`config.mk`:
```
export PLATFORM = sky130hd
export DESIGN_NAME = stress_trend
export DESIGN_NICKNAME = d
export VERILOG_FILES = /design/src/rtl/stress_pkg.sv /design/src/rtl/stress_trend_chan.sv /design/src/rtl/stress_trend.sv
export SDC_FILE = /design/constraint.sdc
export NUM_CORES = 1
export LEC_CHECK = 0
export CAP_MARGIN = 20
export CORE_AREA = 2 2 95 97
export CTS_CLUSTER_DIAMETER = 50
export DETAILED_ROUTE_END_ITERATION = 16
export DIE_AREA = 0 0 97 99
export PLACE_DENSITY_LB_ADDON = 0.08
export SLEW_MARGIN = 20
export SYNTH_ARGS = -nofsm -noshare
export SYNTH_HDL_FRONTEND = slang
export SYNTH_SLANG_ARGS = --single-unit
export TNS_END_PERCENT = 100
```
`constraint.sdc`:
```
create_clock -name clk -period 2.3 [get_ports clk]
set_input_delay 0.46 -clock clk [delete_from_list [all_inputs] [get_ports clk]]
set_output_delay 0.46 -clock clk [all_outputs]
set_load 0.01 [all_outputs]
```
`src/rtl/stress_pkg.sv`:
```
// Shared types for the stress trend monitor: per-channel trend codes,
// combine-mode constants and the channel FSM state.
package stress_pkg;

    typedef enum logic [1:0] {
        TrendNone   = 2'b00,
        TrendLower  = 2'b01,
        TrendEqual  = 2'b10,
        TrendHigher = 2'b11
    } trend_t;

    localparam logic MODE_ANY = 1'b0;
    localparam logic MODE_ALL = 1'b1;

    typedef enum logic {
        ChEmpty,
        ChPrimed
    } chan_state_t;

endpackage

```
`src/rtl/stress_trend_chan.sv`:
```
// One sensor channel: window accumulator, sample counter, reference register
// and the hysteresis comparator that classifies each closed window.
module stress_trend_chan
    import stress_pkg::*;
#(
    parameter int unsigned W        = 8,
    parameter int unsigned LOG2_WIN = 2,
    parameter int unsigned TOL      = 2
) (
    input  logic         clk,
    input  logic         reset,
    input  logic         eval_tick,
    input  logic         smp_valid,
    input  logic [W-1:0] smp_data,
    output trend_t       trend,
    output logic         primed
);

    localparam int unsigned AW = W + LOG2_WIN;
    localparam logic [LOG2_WIN:0] WIN_CNT = (LOG2_WIN + 1)'(1 << LOG2_WIN);
    localparam logic [LOG2_WIN:0] CNT_ONE = (LOG2_WIN + 1)'(1);
    localparam logic [W:0]        TOL_EXT = (W + 1)'(TOL);

    logic [AW-1:0]     acc_q, acc_d;
    logic [LOG2_WIN:0] cnt_q, cnt_d;
    logic [W-1:0]      prev_q, prev_d;
    trend_t            trend_q, trend_d;
    chan_state_t       state_q, state_d;

    logic          full;
    logic [W-1:0]  cur;
    logic [W:0]    cur_ext, prev_ext;
    logic [AW-1:0] smp_ext;

    assign full     = (cnt_q == WIN_CNT);
    assign cur      = acc_q[AW-1:LOG2_WIN];
    // One extra bit so adding the tolerance can never wrap.
    assign cur_ext  = {1'b0, cur};
    assign prev_ext = {1'b0, prev_q};
    assign smp_ext  = {{LOG2_WIN{1'b0}}, smp_data};

    always_comb begin
        acc_d   = acc_q;
        cnt_d   = cnt_q;
        prev_d  = prev_q;
        trend_d = trend_q;
        state_d = state_q;
        if (eval_tick) begin
            trend_d = TrendNone;
            if (full) begin
                if (state_q == ChPrimed) begin
                    if (cur_ext + TOL_EXT < prev_ext) begin
                        trend_d = TrendLower;
                    end else if (cur_ext > prev_ext + TOL_EXT) begin
                        trend_d = TrendHigher;
                    end else begin
                        trend_d = TrendEqual;
                    end
                end
                prev_d  = cur;
                state_d = ChPrimed;
            end
            // A coincident sample opens the next window.
            acc_d = smp_valid ? smp_ext : '0;
            cnt_d = smp_valid ? CNT_ONE : '0;
        end else if (smp_valid && !full) begin
            acc_d = acc_q + smp_ext;
            cnt_d = cnt_q + CNT_ONE;
        end
    end

    always_ff @(posedge clk) begin
        if (!reset) begin
            acc_q   <= '0;
            cnt_q   <= '0;
            prev_q  <= '0;
            trend_q <= TrendNone;
            state_q <= ChEmpty;
        end else begin
            acc_q   <= acc_d;
            cnt_q   <= cnt_d;
            prev_q  <= prev_d;
            trend_q <= trend_d;
            state_q <= state_d;
        end
    end

    assign trend  = trend_q;
    assign primed = (state_q == ChPrimed);

endmodule

```
`src/rtl/stress_trend.sv`:
```
// Multi-channel stress trend monitor: per-channel window trends combined in
// ANY/ALL mode into decreased/unchanged/increased flags one cycle later.
module stress_trend
    import stress_pkg::*;
#(
    parameter int unsigned NCH      = 2,
    parameter int unsigned W        = 8,
    parameter int unsigned LOG2_WIN = 2,
    parameter int unsigned TOL      = 2
) (
    input  logic             clk,
    input  logic             reset,
    input  logic             eval_tick,
    input  logic [NCH-1:0]   smp_valid,
    input  logic [NCH*W-1:0] smp_data,
    input  logic [NCH-1:0]   ch_enable,
    input  logic             mode,
    output logic [2*NCH-1:0] trend,
    output logic             gedaald,
    output logic             gelijk,
    output logic             gestegen,
    output logic             res_valid,
    output logic             primed
);

    trend_t         ch_trend [NCH];
    logic [NCH-1:0] ch_primed;

    for (genvar c = 0; c < NCH; c++) begin : g_chan
        stress_trend_chan #(
            .W        (W),
            .LOG2_WIN (LOG2_WIN),
            .TOL      (TOL)
        ) u_chan (
            .clk       (clk),
            .reset     (reset),
            .eval_tick (eval_tick),
            .smp_valid (smp_valid[c]),
            .smp_data  (smp_data[c*W +: W]),
            .trend     (ch_trend[c]),
            .primed    (ch_primed[c])
        );
        assign trend[2*c +: 2] = ch_trend[c];
    end

    logic [NCH-1:0] part, hit_lo, hit_eq, hit_hi;
    logic           dec_d, eq_d, inc_d;
    logic           eval_d1_q, dec_q, eq_q, inc_q, res_valid_q;

    always_comb begin
        part   = '0;
        hit_lo = '0;
        hit_eq = '0;
        hit_hi = '0;
        for (int c = 0; c < NCH; c++) begin
            part[c]   = ch_enable[c] && (ch_trend[c] != TrendNone);
            hit_lo[c] = (ch_trend[c] == TrendLower);
            hit_eq[c] = (ch_trend[c] == TrendEqual);
            hit_hi[c] = (ch_trend[c] == TrendHigher);
        end
        if (mode == MODE_ALL) begin
            dec_d = (|part) && ((hit_lo & part) == part);
            eq_d  = (|part) && ((hit_eq & part) == part);
            inc_d = (|part) && ((hit_hi & part) == part);
        end else begin
            dec_d = |(hit_lo & part);
            eq_d  = |(hit_eq & part);
            inc_d = |(hit_hi & part);
        end
    end

    always_ff @(posedge clk) begin
        if (!reset) begin
            eval_d1_q   <= 1'b0;
            res_valid_q <= 1'b0;
            dec_q       <= 1'b0;
            eq_q        <= 1'b0;
            inc_q       <= 1'b0;
        end else begin
            eval_d1_q   <= eval_tick;
            res_valid_q <= eval_d1_q;
            // Flags hold between results.
            if (eval_d1_q) begin
                dec_q <= dec_d;
                eq_q  <= eq_d;
                inc_q <= inc_d;
            end
        end
    end

    assign gedaald   = dec_q;
    assign gelijk    = eq_q;
    assign gestegen  = inc_q;
    assign res_valid = res_valid_q;
    assign primed    = (|ch_enable) && ((ch_primed & ch_enable) == ch_enable);

endmodule

```
# Yosys cells after proc, flatten, opt, wreduce, memory -nomap -nowiden
# Index checks and enable logic that the tools add are counted.
dict set report totals {
  regBits 53
  input_bits 24
  out_inout_bits 9
  wordCells 87
}
dict set report op_classes {
  n_addsub 8
  order_cmp 4
  n_eq_ne 12
  mux 23
  bitwise_logic 4
  n_reduce_logical 21
}
# cell count
set op_table {}
lappend op_table {{$mux 10} 4}
lappend op_table {{$add 8x2->9 const B} 4}
lappend op_table {{$add 10x8->10} 2}
lappend op_table {{$gt 8x9->1} 2}
lappend op_table {{$lt 9x8->1} 2}
lappend op_table {{$mux 8} 2}
lappend op_table {{$mux 2} 6}
lappend op_table {{$mux 3} 4}
lappend op_table {{$reduce_or 2->1} 5}
lappend op_table {{$and 2x2->2} 4}
lappend op_table {{$eq 2x2->1} 4}
lappend op_table {{$eq 2x2->1 const B} 4}
lappend op_table {{$logic_and 1x1->1} 8}
lappend op_table {{$reduce_bool 2->1} 4}
lappend op_table {{$mux 1} 7}
lappend op_table {{$add 3x1->3 const B} 2}
lappend op_table {{$eq 3x3->1 const B} 2}
lappend op_table {{$eq 2x1->1 const B} 2}
lappend op_table {{$reduce_and 2->1} 2}
lappend op_table {{$logic_not 1->1} 2}

# Depth between registers and ports, before layout
dict set report depth {
  ltp_word 6
  ltp_mapped 10
  depth_no_buf 10
}

# Hierarchy
# From an unflattened synthesis, not the netlist that was laid out.
dict set report hier_totals {
  hier_cells 548
  hier_area_um2 4337.9
}
# module instances cells_each area_each_um2 seq_area_each_um2
set by_module_without_submodules {}
lappend by_module_without_submodules {stress_trend_chan 2 254 2006.9 480.5}
lappend by_module_without_submodules {stress_trend 1 40 324.1 100.1}

# Worst setup path after synthesis
# OpenSTA, ideal clock, no wires.
dict set report synth_timing {
  kind {flip-flop to flip-flop}
  startpoint {register g_chan[0].u_chan.acc_q[7]}
  endpoint {register g_chan[0].u_chan.trend_q[1]}
  setup_time_ns 0.123
  arrival_time_ns 1.953
  required_time_ns 2.177
  slack_ns 0.224
  path_stages_with_launch 9
  n_path_buf 0
  period_less_slack_ns 2.076
  path_cell_list {dfxtp_1 -> and3_1 -> nand3_1 -> xnor2_1 -> ha_1 -> a211o_1 -> o311ai_0 -> o221a_2 -> o21ai_0}
}
dict set report synth_via {
  elab_chain_cells 5
}
# element line_no
set synth_lines {}
lappend synth_lines {{start: declaration} stress_trend_chan.sv:24} ;# logic [AW-1:0] acc_q, acc_d;
lappend synth_lines {{start signal: assignment} stress_trend_chan.sv:74} ;# acc_q <= '0;
lappend synth_lines {{start signal: assignment} stress_trend_chan.sv:80} ;# acc_q <= acc_d;
lappend synth_lines {{$add 8x2->9} stress_trend_chan.sv:52} ;# if (cur_ext + TOL_EXT < prev_ext) begin
lappend synth_lines {{$lt 9x8->1} stress_trend_chan.sv:52}
lappend synth_lines {{$mux 2} stress_trend_chan.sv:52}
lappend synth_lines {{$mux 2} stress_trend_chan.sv:51} ;# if (state_q == ChPrimed) begin
lappend synth_lines {{$mux 2} stress_trend_chan.sv:50} ;# if (full) begin
lappend synth_lines {{end signal: assignment} stress_trend_chan.sv:77} ;# trend_q <= TrendNone;
lappend synth_lines {{end signal: assignment} stress_trend_chan.sv:83} ;# trend_q <= trend_d;
lappend synth_lines {{end: declaration} stress_trend_chan.sv:27} ;# trend_t trend_q, trend_d;
# Every way passes these cells.
# A chain may end at the register's enable or synchronous reset.

# Final worst setup path
dict set report layout_timing {
  startpoint {register g_chan[1].u_chan.acc_q[4]}
  endpoint {register g_chan[1].u_chan.trend_q[0]}
}
dict set report layout_via {
  elab_chain_cells 5
  word_cells_on_any_way 7
  cone_classes {1 x add/sub; 2 x order compare; 4 x mux}
}
# element line_no
set layout_lines {}
lappend layout_lines {{start: declaration} stress_trend_chan.sv:24}
lappend layout_lines {{start signal: assignment} stress_trend_chan.sv:74}
lappend layout_lines {{start signal: assignment} stress_trend_chan.sv:80}
lappend layout_lines {{$add 8x2->9 or $gt 8x9->1 (tied branches)} {stress_trend_chan.sv:52, stress_trend_chan.sv:54}}
lappend layout_lines {{$lt 9x8->1 or $mux 1 (tied branches)} {stress_trend_chan.sv:52, stress_trend_chan.sv:54}}
lappend layout_lines {{$mux 2 (*)} stress_trend_chan.sv:52}
lappend layout_lines {{$mux 2 (*)} stress_trend_chan.sv:51}
lappend layout_lines {{$mux 2 (*)} stress_trend_chan.sv:50}
lappend layout_lines {{end signal: assignment} stress_trend_chan.sv:77}
lappend layout_lines {{end signal: assignment} stress_trend_chan.sv:83}
lappend layout_lines {{end: declaration} stress_trend_chan.sv:27}
# Every way passes the cells marked *; elsewhere a longest branch is shown, timed or not.

==> metrics.csv <==
stage,metric,value,unit
timing,Highest Clock Rate,456.4,MHz
routing,total iterations of the first detailed-routing run,5,
cts,Clock Latency Late Sink,310,ps
setup_path,CP Data Required Time,2560,ps
routing,Routed WL,10460,um
timing,Slew HR,72.29,%
setup_path,worst-case reg-to-reg path depth,9,
yosys,simple-gate share of the synthesized area,22.06,%
routing,vias,3949,
job,Max Cap Viol,0,
yosys,"flops & latches, synth",53,
yosys,Synth Area in Compound Gates,21.52,%
yosys,syn avg cell area,7.728,um2
grt,GRT overflow,0,
setup_path,CP Data Arrival Time,2450,ps
yosys,XOR/XNOR Fraction of Synth Area,6.109,%
timing,Fin. Hold Viols,0,
cells_and_area,Layout Nets,687,
run_status,result of the run,finished clean,
cts,H-tree depth,2,
routing,Final ANT Viol Nets,0,
yosys,Yosys cell types,58,
routing,via density per instance,5.515,
cells_and_area,final std cells w/o fill,716,
timing,Final setup viols,0,
timing,Final Critical Period,2191,ps
routing,drt drc,0,
timing,worst-margin pin slew,410.4,ps
placement,dpl ws,-364.3,ps
floorplanning,Starting Density,48.62,%
floorplanning,Die Y,99,um
yosys,largest family of logic cells by synthesized area,simple AND/OR/NAND/NOR gates,
grt,All-Layer GR Usage,22.41,%
setup_path,Setup crit start kind,register,
setup_path,Setup crit end kind,register,
cts,clock-pin slew on the worst setup and hold paths,100,ps
grt,vias in the first global route,3786,
placement,number of port buffers,32,
timing,max-slew violations,0,
cts,CTS root buf,clkbuf_8,
yosys,Synth Flop Type,dfxtp_1,
timing,RSZ-0062 raised after global routing,no,
floorplanning,die area,9603,um2
setup_path,crit path from,g_chan[1].u_chan.acc_q[4],
cts,CTS Hold Bufs,0,
pwr,power density over the cells,449.3,nW/um2
setup_path,Critical Path Sink,g_chan[1].u_chan.trend[0],
grt,largest net degree at the start of global routing,35,
yosys,Syn. warnings,0,
routing,initial DRC count,142,
yosys,Post-synth EDFFs,0,
timing,"Worst Setup Slack, final",109.0,ps
placement,routability cong.,0.8776,
cells_and_area,share of cells above drive strength 1,11.84,%
cts,TritonCTS clock tree,done,
pwr,leakage power,2.065,nW
routing,wire length per cell,14.60,um
yosys,Syn Nets,618,
pwr,peak supply drop,0.0002887,V
setup_path,CP max FO,4,
floorplanning,# IOs,33,
cts,CTS Buf Count,5,
timing,Clock Skews,15.84,ps
setup_path,reg2reg start,g_chan[1].u_chan.acc_q[4],
yosys,asr flop ratio synth,0,%
setup_path,Crit Path Class,register to register,
cts,setup bufs post-CTS,0,
setup_path,R2R setup slack,110,ps
yosys,mux share of post-synthesis cell area,1.234,%
cells_and_area,P&R area growth vs syn,20.70,%
floorplanning,site row count,34,
cells_and_area,Antenna Cells,0,
cts,CTS sink cnt,53,
setup_path,reg2reg end,g_chan[1].u_chan.trend[0],
placement,Inst Count DP,708,
timing,period utilization,95.26,%
cts,clock buffer depth,2,
pwr,Power Total,2.255,mW
yosys,Mapped Cells,538,
yosys,register area share after synthesis,25.52,%
yosys,mapped cell area,4158,um2
grt,global-route wire length before repair,18010,um
hold_path,Worst Hold Class,input port to register,
floorplanning,core area,8551,um2
grt,initial antenna violation count,0,
yosys,Synth Area in Adders,17.21,%
floorplanning,DIE WIDTH,97,um
placement,post-DP HPWL,8326,um
## synthesized netlist by cell type (all sizes together) (3+ instances only)
cell type,n,area share (%)
xor2,11,2.3
buf,4,0.48
a21oi,47,5.7
o211ai,4,0.72
o21ai,26,3.1
o31ai,5,0.90
nand4,6,0.90
nand2,79,7.1
clkbuf,13,2.2
or3,4,0.60
a211oi,10,1.8
a211o,4,0.84
o21a,4,0.72
ha,54,16
o21bai,3,0.54
a311oi,3,0.63
mux2i,4,0.96
nor2,35,3.2
a31oi,10,1.5
nand2b,7,1.1
nor3,8,0.96
nor2b,3,0.63
and2,5,0.75
inv,40,3.6
o311ai,4,0.84
nand3,32,3.9
dfxtp,53,26
xnor2,18,3.8
a21o,3,0.54
and3,10,1.5
## stage by stage
stage / setup TNS (ps) / hold WS [ps] / cell area (um2) / util (%)
3_3_place_gp: -1202 / 444.1 / 4868 / 56.94
5_1_grt: 0 / 484.4 / 5019 / 58.69
6_report: 0 / 461.2 / 5019 / 58.69
2_1_floorplan: 0 / 433.7 / 4158 / -
4_1_cts: 0 / 470.8 / 4984 / 58.28
3_5_place_dp: -1604 / 455.1 / 4868 / 56.94
## sequential cells by signal, summed over array words and instances, names as in the netlist, 2 cells and up
register / count
g_chan.u_chan.acc_q: 20
g_chan.u_chan.trend: 4
g_chan.u_chan.prev_q: 16
g_chan.u_chan.cnt_q: 6
g_chan.u_chan.primed: 2
## final cells by class
cell class	instances	area (um2)
clock buffers	5	68.82
flip-flops and latches	53	1067
repair buffers	79	688.2
inverters	41	153.9
multi-input cells	427	2861
clock inverters	3	43.79
fillers	796	3532
well taps	108	135.1
## report_power, final
group	total, mW	internal, mW	switching, mW
combinational	0.623	0.305	0.318
sequential	0.979	0.947	0.0316
clock	0.653	0.327	0.327
total	2.25	1.58	0.676
## cell families (layout without fill, tap and decap cells)
family | after synthesis | after routing
compound gates | 140 | 140
xor+xnor | 29 | 29
fa+ha+maj | 56 | 56
buf+inv | 58 | 128
flops | 53 | 53
mux | 5 | 5
simple gates | 197 | 197
## what timing repair did
item / 4_1_cts / 5_1_grt
endpoints found under the setup margin: 1 / 7
pin swaps: 0 / 5
gates cloned: 0 / 0
resized for setup: 1 / 12
## cell usage in the layout (no fill, tap or decap), types with 11 or more instances in the layout
cell type and count:
a21oi_1 46, xnor2_1 18, buf_4 46, inv_1 40, nand3_1 32, nand2_1 79, o21ai_0 26, ha_1 53
nor2_1 34, xor2_1 11, dfxtp_1 50, clkdlybuf4s50_1 31
## worst min-delay path by stage
stage | startpoint | to | slack [ps] | cells after the start
3_5_place_dp | g_chan[1].u_chan.prev_q[0] | g_chan[1].u_chan.prev_q[0] | 460 | 2
6_report | smp_data[0] | g_chan[0].u_chan.acc_q[0] | 460 | 3
5_1_grt | smp_data[0] | g_chan[0].u_chan.acc_q[0] | 480 | 3
3_3_place_gp | g_chan[1].u_chan.prev_q[7] | g_chan[1].u_chan.prev_q[7] | 440 | 2
2_1_floorplan | g_chan[0].u_chan.prev_q[7] | g_chan[0].u_chan.prev_q[7] | 430 | 2
4_1_cts | g_chan[0].u_chan.prev_q[7] | g_chan[0].u_chan.prev_q[7] | 470 | 2
## layer usage
layer / wire [um] / track usage (%)
met4: 77 / 3.900
met2: 4570 / 37.07
met3: 393 / 2.766
met1: 5415 / 31.89
met5: 0 / 0
## critical path: stages, from the launching register on
cell and delay (ps):
dfxtp_1 410, and3_1 180, nand3_1 110, xnor2_1 220, ha_1 280, a211o_1 270, o221ai_1 180, a21oi_1 70
nor3_2 250, a221o_1 170
Power figures use the tool's default switching activity.
